**config.mk**
```make
export PLATFORM = sky130hd
export DESIGN_NAME = apb_slave_regfile
export DESIGN_NICKNAME = d
export VERILOG_FILES = /design/src/rtl/apb_pkg.sv /design/src/rtl/apb_regfile_bank.sv /design/src/rtl/apb_slave_regfile.sv
export SDC_FILE = /design/constraint.sdc
export NUM_CORES = 2
export LEC_CHECK = 0
export CAP_MARGIN = 20
export CORE_AREA = 2 2 350 352
export DETAILED_ROUTE_END_ITERATION = 6
export DIE_AREA = 0 0 352 354
export GPL_TIMING_DRIVEN = 0
export SYNTH_ARGS = -nofsm -noshare
export SYNTH_HDL_FRONTEND = slang
export SYNTH_HIERARCHICAL = 1
export SYNTH_SLANG_ARGS = --single-unit
```
**constraint.sdc**
```tcl
create_clock -name clk -period 38.6 [get_ports clk]
set_input_delay 3.86 -clock clk [delete_from_list [all_inputs] [get_ports clk]]
set_output_delay 3.86 -clock clk [all_outputs]
set_load 0.005 [all_outputs]
```
**src/rtl/apb_pkg.sv**
```systemverilog
// Shared definitions for the APB4 register-file completer.
//   - Bus geometry: 32-bit data, 5-bit word index, 32 registers, 4 byte lanes.
//   - Default contents of the read-only ID register.
//   - Bit positions inside the APB prot bus.
//   - Transfer phase enumeration used by the completer FSM.
package apb_pkg;

  localparam int unsigned DataWidth = 32;
  localparam int unsigned AddrWidth = 5;
  localparam int unsigned RegDepth  = 32;
  localparam int unsigned StrbWidth = DataWidth / 8;

  localparam logic [DataWidth-1:0] IdValueDefault = 32'hA9B0_0001;

  localparam int unsigned ProtPrivBit  = 0;
  localparam int unsigned ProtNsBit    = 1;
  localparam int unsigned ProtInstrBit = 2;

  typedef enum logic [1:0] {
    StIdle,
    StSetup,
    StAccess
  } apb_state_e;

endpackage

```
**src/rtl/apb_regfile_bank.sv**
```systemverilog
// 32 x 32-bit register storage with a byte-strobed write port and an
// asynchronous (combinational) read port.
// Ports:
//   clk    in   clock, writes on rising edge
//   reset  in   asynchronous active-high reset, clears every entry
//   we     in   write enable for this cycle
//   waddr  in   write word index
//   wstrb  in   byte-lane enables; lane n covers wdata[8n+7:8n]
//   wdata  in   write data
//   raddr  in   read word index
//   rdata  out  contents of entry raddr
module apb_regfile_bank
  import apb_pkg::*;
(
  input  logic                 clk,
  input  logic                 reset,
  input  logic                 we,
  input  logic [AddrWidth-1:0] waddr,
  input  logic [StrbWidth-1:0] wstrb,
  input  logic [DataWidth-1:0] wdata,
  input  logic [AddrWidth-1:0] raddr,
  output logic [DataWidth-1:0] rdata
);

  logic [DataWidth-1:0] mem_q [RegDepth];

  always_ff @(posedge clk or posedge reset) begin
    if (reset) begin
      for (int i = 0; i < RegDepth; i++) begin
        mem_q[i] <= '0;
      end
    end else if (we) begin
      // Lanes with a clear strobe keep their previous byte.
      for (int b = 0; b < StrbWidth; b++) begin
        if (wstrb[b]) begin
          mem_q[waddr][8*b +: 8] <= wdata[8*b +: 8];
        end
      end
    end
  end

  assign rdata = mem_q[raddr];

endmodule

```
**src/rtl/apb_slave_regfile.sv**
```systemverilog
// APB4 completer in front of a 32 x 32-bit register file.
//   - Index 0 is a read-only ID register returning ID_VALUE.
//   - Indices PRIV_BASE..31 need prot[0]=1 (privileged access).
//   - Illegal accesses complete with pslverr=1, no write and prdata=0.
// Optional build macro APB_WAIT_STATES_EN: inserts WAIT_CYCLES wait states
// into every transfer (the WAIT_CYCLES parameter exists only in that build).
// Ports:
//   clk      in   bus clock
//   reset    in   asynchronous active-high reset
//   pwrite   in   1 = write, 0 = read
//   addr     in   5-bit word index
//   psel     in   completer select
//   penable  in   access-phase indicator
//   pstrobe  in   byte-lane write strobes
//   prot     in   protection; only prot[0] (privileged) is decoded
//   pwdata   in   write data
//   pready   out  transfer complete (combinational)
//   pslverr  out  error response, qualified by pready
//   prdata   out  read data, qualified by pready on error-free reads
module apb_slave_regfile
  import apb_pkg::*;
#(
  parameter logic [DataWidth-1:0] ID_VALUE  = IdValueDefault,
  parameter int unsigned          PRIV_BASE = 24
`ifdef APB_WAIT_STATES_EN
  ,
  parameter int unsigned          WAIT_CYCLES = 2
`endif
) (
  input  logic                 clk,
  input  logic                 reset,
  input  logic                 pwrite,
  input  logic [AddrWidth-1:0] addr,
  input  logic                 psel,
  input  logic                 penable,
  input  logic [StrbWidth-1:0] pstrobe,
  input  logic [2:0]           prot,
  input  logic [DataWidth-1:0] pwdata,
  output logic                 pready,
  output logic                 pslverr,
  output logic [DataWidth-1:0] prdata
);

  apb_state_e           state_q, state_d;
  apb_state_e           phase;
  logic                 wait_done;
  logic                 err_ro, err_priv, err;
  logic                 bank_we;
  logic [DataWidth-1:0] bank_rdata;

  // Only the privileged bit is decoded.
  logic unused_prot;
  assign unused_prot = prot[ProtNsBit] ^ prot[ProtInstrBit];

  // The setup phase is recognised from the bus in the same cycle it occurs,
  // so the register only needs to remember that the next cycle is ACCESS.
  // This keeps single and back-to-back transfers at two cycles each.
  always_comb begin
    phase = state_q;
    if (state_q == StIdle && psel && !penable) begin
      phase = StSetup;
    end
  end

  always_comb begin
    state_d = StIdle;
    case (phase)
      StSetup: begin
        state_d = psel ? StAccess : StIdle;
      end
      StAccess: begin
        // A following setup phase is picked up again from IDLE.
        if (!psel || pready) begin
          state_d = StIdle;
        end else begin
          state_d = StAccess;
        end
      end
      default: begin
        state_d = StIdle;
      end
    endcase
  end

  always_ff @(posedge clk or posedge reset) begin
    if (reset) begin
      state_q <= StIdle;
    end else begin
      state_q <= state_d;
    end
  end

`ifdef APB_WAIT_STATES_EN
  localparam logic [7:0] WaitTarget = 8'(WAIT_CYCLES);

  logic [7:0] wait_cnt_q, wait_cnt_d;

  always_comb begin
    wait_cnt_d = wait_cnt_q;
    if (phase == StSetup || !psel) begin
      wait_cnt_d = '0;
    end else if (phase == StAccess && wait_cnt_q != WaitTarget) begin
      wait_cnt_d = wait_cnt_q + 8'd1;
    end
  end

  always_ff @(posedge clk or posedge reset) begin
    if (reset) begin
      wait_cnt_q <= '0;
    end else begin
      wait_cnt_q <= wait_cnt_d;
    end
  end

  assign wait_done = (wait_cnt_q == WaitTarget);
`else
  assign wait_done = 1'b1;
`endif

  assign pready = !reset && (state_q == StAccess) && psel && penable && wait_done;

  assign err_ro   = pwrite && (addr == '0);
  assign err_priv = (32'(addr) >= PRIV_BASE) && !prot[ProtPrivBit];
  assign err      = err_ro || err_priv;

  assign pslverr = pready && err;
  assign bank_we = pready && pwrite && !err;

  always_comb begin
    prdata = '0;
    if (pready && !pwrite && !err) begin
      prdata = (addr == '0) ? ID_VALUE : bank_rdata;
    end
  end

  apb_regfile_bank u_bank (
    .clk   (clk),
    .reset (reset),
    .we    (bank_we),
    .waddr (addr),
    .wstrb (pstrobe),
    .wdata (pwdata),
    .raddr (addr),
    .rdata (bank_rdata)
  );

endmodule

```
Word-level counts from Yosys, hierarchy flattened
Index checks and enable logic that the tools add are counted.
W data, S select, Z words.
Operators by class
  magnitude comparators: 3
  reduce and logical (&&, ||, !) cells: 23
  mux-type cells: 28
  bitwise logic cells: 1
  eq/ne operators: 3
Operator list (number)
  $mux W1024: 7
  $bwmux W1024: 4
  $demux W32 S5: 4
  $bmux W32 S5: 1
  $mux W32: 5
  $mux W24: 1
  $mux W16: 1
  $logic_and A1 B1 Y1: 13
  $mux W8: 1
  $ge A6 B6 Y1 const B: 1
  $logic_not A1 Y1: 6
  $lt A6 B1 Y1 const B: 1
  $mux W2: 3
  $not A5 Y6: 1
  $ge A5 B5 Y1 const B: 1
  $logic_not A5 Y1: 1
  $eq A2 B2 Y1 const B: 2
  $pmux W2 S2: 1
  $eq A2 B1 Y1 const B: 1
  $logic_not A2 Y1: 1
  $logic_or A1 B1 Y1: 2
Word-level totals
  word-level logic and storage cells: 91
  output and inout port bits: 34
  flip-flop bits (word level): 1026
  input port bits: 49

Longest topological paths before layout
  word-level depth: 16
  depth in mapped cells: 9
  gate-level depth less buffers: 6

Cells and area by module
The synthesis kept the hierarchy.
Modules (own cells, without submodules)
  apb_regfile_bank: seq. area each 25624.6 um2, cells an instance 3509, area an instance 47550.6 um2, times used 1
  apb_slave_regfile: seq. area each 25.0 um2, cells an instance 51, area an instance 387.9 um2, times used 1

Worst setup path after synthesis
OpenSTA, ideal clock, no wires.
  kind: input to output
  from: input port addr[1]
  to: output port prdata[23]
  required time: 34.740 ns
  buffers on the path: 4
  stages: 9
  slack: 29.413 ns
  arrival: 5.327 ns
  cell sequence: buf_2 buf_2 buf_2 buf_4 mux2i_1 a22oi_1 a31oi_1 nand3_1 o21a_1
Between the ends
  cells in the longest elaborated chain, start to end: 6
  elaborated cells between the ends (all ways): 13
  classes of those cells: order compare (1); mux (5); bitwise (1); reduce/logical (6)
Ends and longest elaborated chain
  from (decl): line apb_slave_regfile.sv:33  | input logic [AddrWidth-1:0] addr,
  $not A5 Y6 (not written as such): line apb_regfile_bank.sv:42  | assign rdata = mem_q[raddr];
  $bmux W32 S5: line apb_regfile_bank.sv:42
  $mux W32 (not written as such) (2 in a row): line apb_regfile_bank.sv:42
  net bank_rdata[23]: line apb_slave_regfile.sv:49  | logic [DataWidth-1:0] bank_rdata;
  $mux W32: line apb_slave_regfile.sv:132  | prdata = (addr == '0) ? ID_VALUE : bank_rdata;
  $mux W32: line apb_slave_regfile.sv:131  | if (pready && !pwrite && !err) begin
  to (decl): line apb_slave_regfile.sv:41  | output logic [DataWidth-1:0] prdata
The timed path passes the listed nets, and every way through them passes these cells. The select of a mux whose other input is x is not followed.

Final worst setup path
  from: input port addr[0]
  to: output port prdata[0]
The elaborated chain is that of the path after synthesis.

==> flow_summary.ini <==
[final_layout]
final_common_cell = dfrtp_1
fin_nets = 3812
nFillCells = 10888
area_delta_synth_final_pct = 14.9
drive_gt1_frac = 0.358
final_cell_mix = dfrtp_1 (1025), mux2_2 (994), mux2i_1 (512), clkbuf_1 (171), nand2_1 (160)

[routing]
vias = 29732
firstDrtPassIters = 6
first_iter_violations = 2145
vias_per_cell = 5.42
drc = 0
ant_nets = 0
wl_mm = 139
wl_per_cell_um = 25.4

[placed_design]
post-dp-hpwl_mm = 107
gp_congestion = 0.941
io_buffers = 80

[power]
worst_ir_drop_vdd_v = 0.0000346
leakagePower_nw = 27.3
power.total_mw = 2.39
p_per_area_mw_per_mm2 = 43.4

[yosys]
synth_nets = 3609
synth-edff-count = 0
synth_top_area_share = 0.535
syn_inst = 3560
ys_ff_latch = 1025
ys_warn_count = 6
synth_cell_type_count = 39
synthTopCellsByArea = dfrtp_1 (54%), mux2_2 (23%), mux2i_1 (11%)
ys.flop_type = dfrtp_1
synthArstFlopShare = 1.00
netlist_area_sq_mm = 0.0479
syn_area_per_cell_sq_um = 13.5
ys_seq_area_frac = 0.535
synth_top_cell_by_area = dfrtp_1

[outcome]
status = complete, no violations

[die]
core_area_sq_mm = 0.121
die_y_um = 354
io-pin-count = 83
initial_core_util = 0.396
die_w_um = 352
rows = 128
die-area_sq_mm = 0.125

[setup_path]
cp.arrival_ns = 8.35
critPathMaxFanout = 14
crit_path_end_kind = output pin
crit-reg2reg-launch = state_q[1]
cpPeakStageDelay_ns = 0.94
rrSetupSlack_ns = 35.35
crit_start = addr[0]
critPathLaunchType = primary input
cp.required_ns = 34.74
critPathKind = primary input to output pin
critical_path.cell_chain = clkdlybuf4s50_1 -> and2_1 -> buf_2 -> clkbuf_1 -> clkbuf_1 -> a22oi_1 -> nand3_1 -> nand3_1 -> o21a_1 -> clkdlybuf4s50_1
critical-path-slowest-cell = clkdlybuf4s50_1

[global_routing]
grt_usage = 0.222
grt_pass1_vias = 30311
antenna_found_initial = 2
gr-total-overflow = 0
grt_pass1_wl_mm = 207
grt_max_degree = 127

[clock_network]
htree_levels = 3
clockBufferDepth = 3
cts_resized = 0
cts_buffers = 107
cts_tree = built
cts_sinks = 1025
clkSlewWorstSetupHoldPaths_ns = 0.06
clk_latency_ns = 0.68
cts_hold_buffers = 0
post-cts-setup-buffer-count = 0
cts-root-buf = clkbuf_16

[worst_hold_path]
worstHoldStart = u_bank/mem_q[119]
hold_path_class = register to register

[job]
maxCapViolCount = 0

[sta]
fin_crit_ns = 12.21
fin_crit_sh = 0.316
relSlewSlack = 0.106
finalSetupViolCount = 0
drv_slew = 0
hold_viol = 0
finClkSkew_ns = 0.0181
hold_ws_ns = 0.487
rsz0062_at_grt = false
fmax_mhz = 81.9
tightest_slew_ns = 1.34
==> kinds of logic after synthesis <==
family	share of synthesized area
flops	0.535
buf+inv	0.0221
mux	0.347
compound gates	0.0431
simple gates	0.0524
==> sequential cells by signal, summed over array words and instances (netlist names) <==
name and count:
u_bank/mem_q 1024, state_q 1
==> area by class of cell <==
class,count,area [sq um],area share
flip-flops and latches,1025,25600,0.466
plain buffers,247,1040,0.0189
inverters,5,26.3,0.000477
well taps,1625,2030,0.0369
clock buffers,159,3260,0.0591
multi-input cells,2283,21200,0.386
repair buffers,94,1120,0.0204
clock inverters,40,704,0.0128
diodes,5,12.5,0.000227
==> power breakdown <==
part | switching, mW | leakage [nW] | internal, mW | total (mW)
sequential | 0.00434 | 14.3 | 1.08 | 1.09
combinational | 0.114 | 11.1 | 0.0466 | 0.161
clock | 0.441 | 1.94 | 0.704 | 1.14
total | 0.559 | 27.3 | 1.83 | 2.39
==> cells in the mapped netlist (3+ instances only) <==
master       n
a31oi_1     32
dfrtp_1   1025
mux2i_1    512
nand2_1    160
nor2_2      56
o21a_1       8
nor2_4      20
nand2_2      8
buf_4        4
and2_1      31
buf_1       12
a22o_1      65
inv_1        5
clkbuf_1   154
nand3_1     96
mux2_2     994
nor3_2       3
nor2_8       8
nand2b_1     7
a22oi_1     96
mux2_1      30
nor2_1       9
nor2b_1      4
buf_2       77
a21oi_1     96
nor3_1      32
==> stage by stage <==
step / TNS, ns / cells / util / instance area, sq um / setup WS, ns
2_1_floorplan: 0 / 3560 / - / 47900 / 5.92
3_3_place_gp: -6658.71 / 5265 / 0.420 / 50800 / -6.58
3_5_place_dp: 0 / 5279 / 0.423 / 51100 / 26.60
4_1_cts: 0 / 5478 / 0.455 / 55100 / 26.59
5_1_grt: 0 / 5478 / 0.455 / 55100 / 26.36
6_report: 0 / 5483 / 0.456 / 55100 / 26.39
==> critical path: cells and delay by family <==
kind	cells	cell delay, ns
AO/OA/AOI/OAI	2	0.54
buffers and inverters	5	3.23
AND/OR/NAND/NOR	3	0.69
==> path summary, 6_finish.rpt <==
kind	to	cells after the start
max in group asynchronous	u_bank/mem_q[696]	6
worst max-delay path	prdata[0]	10
worst max register to register	u_bank/mem_q[684]	8
min in group asynchronous	state_q[1]	2
worst min register to register	u_bank/mem_q[119]	1
worst min-delay path	u_bank/mem_q[119]	1
==> layer usage <==
layer	global-route usage	wire length [um]
met1	0.307	62600
met4	0.0676	3910
met3	0.0384	7710
met5	0.00792	147
met2	0.356	64800
No activity file was read; power rests on OpenSTA's default activity.
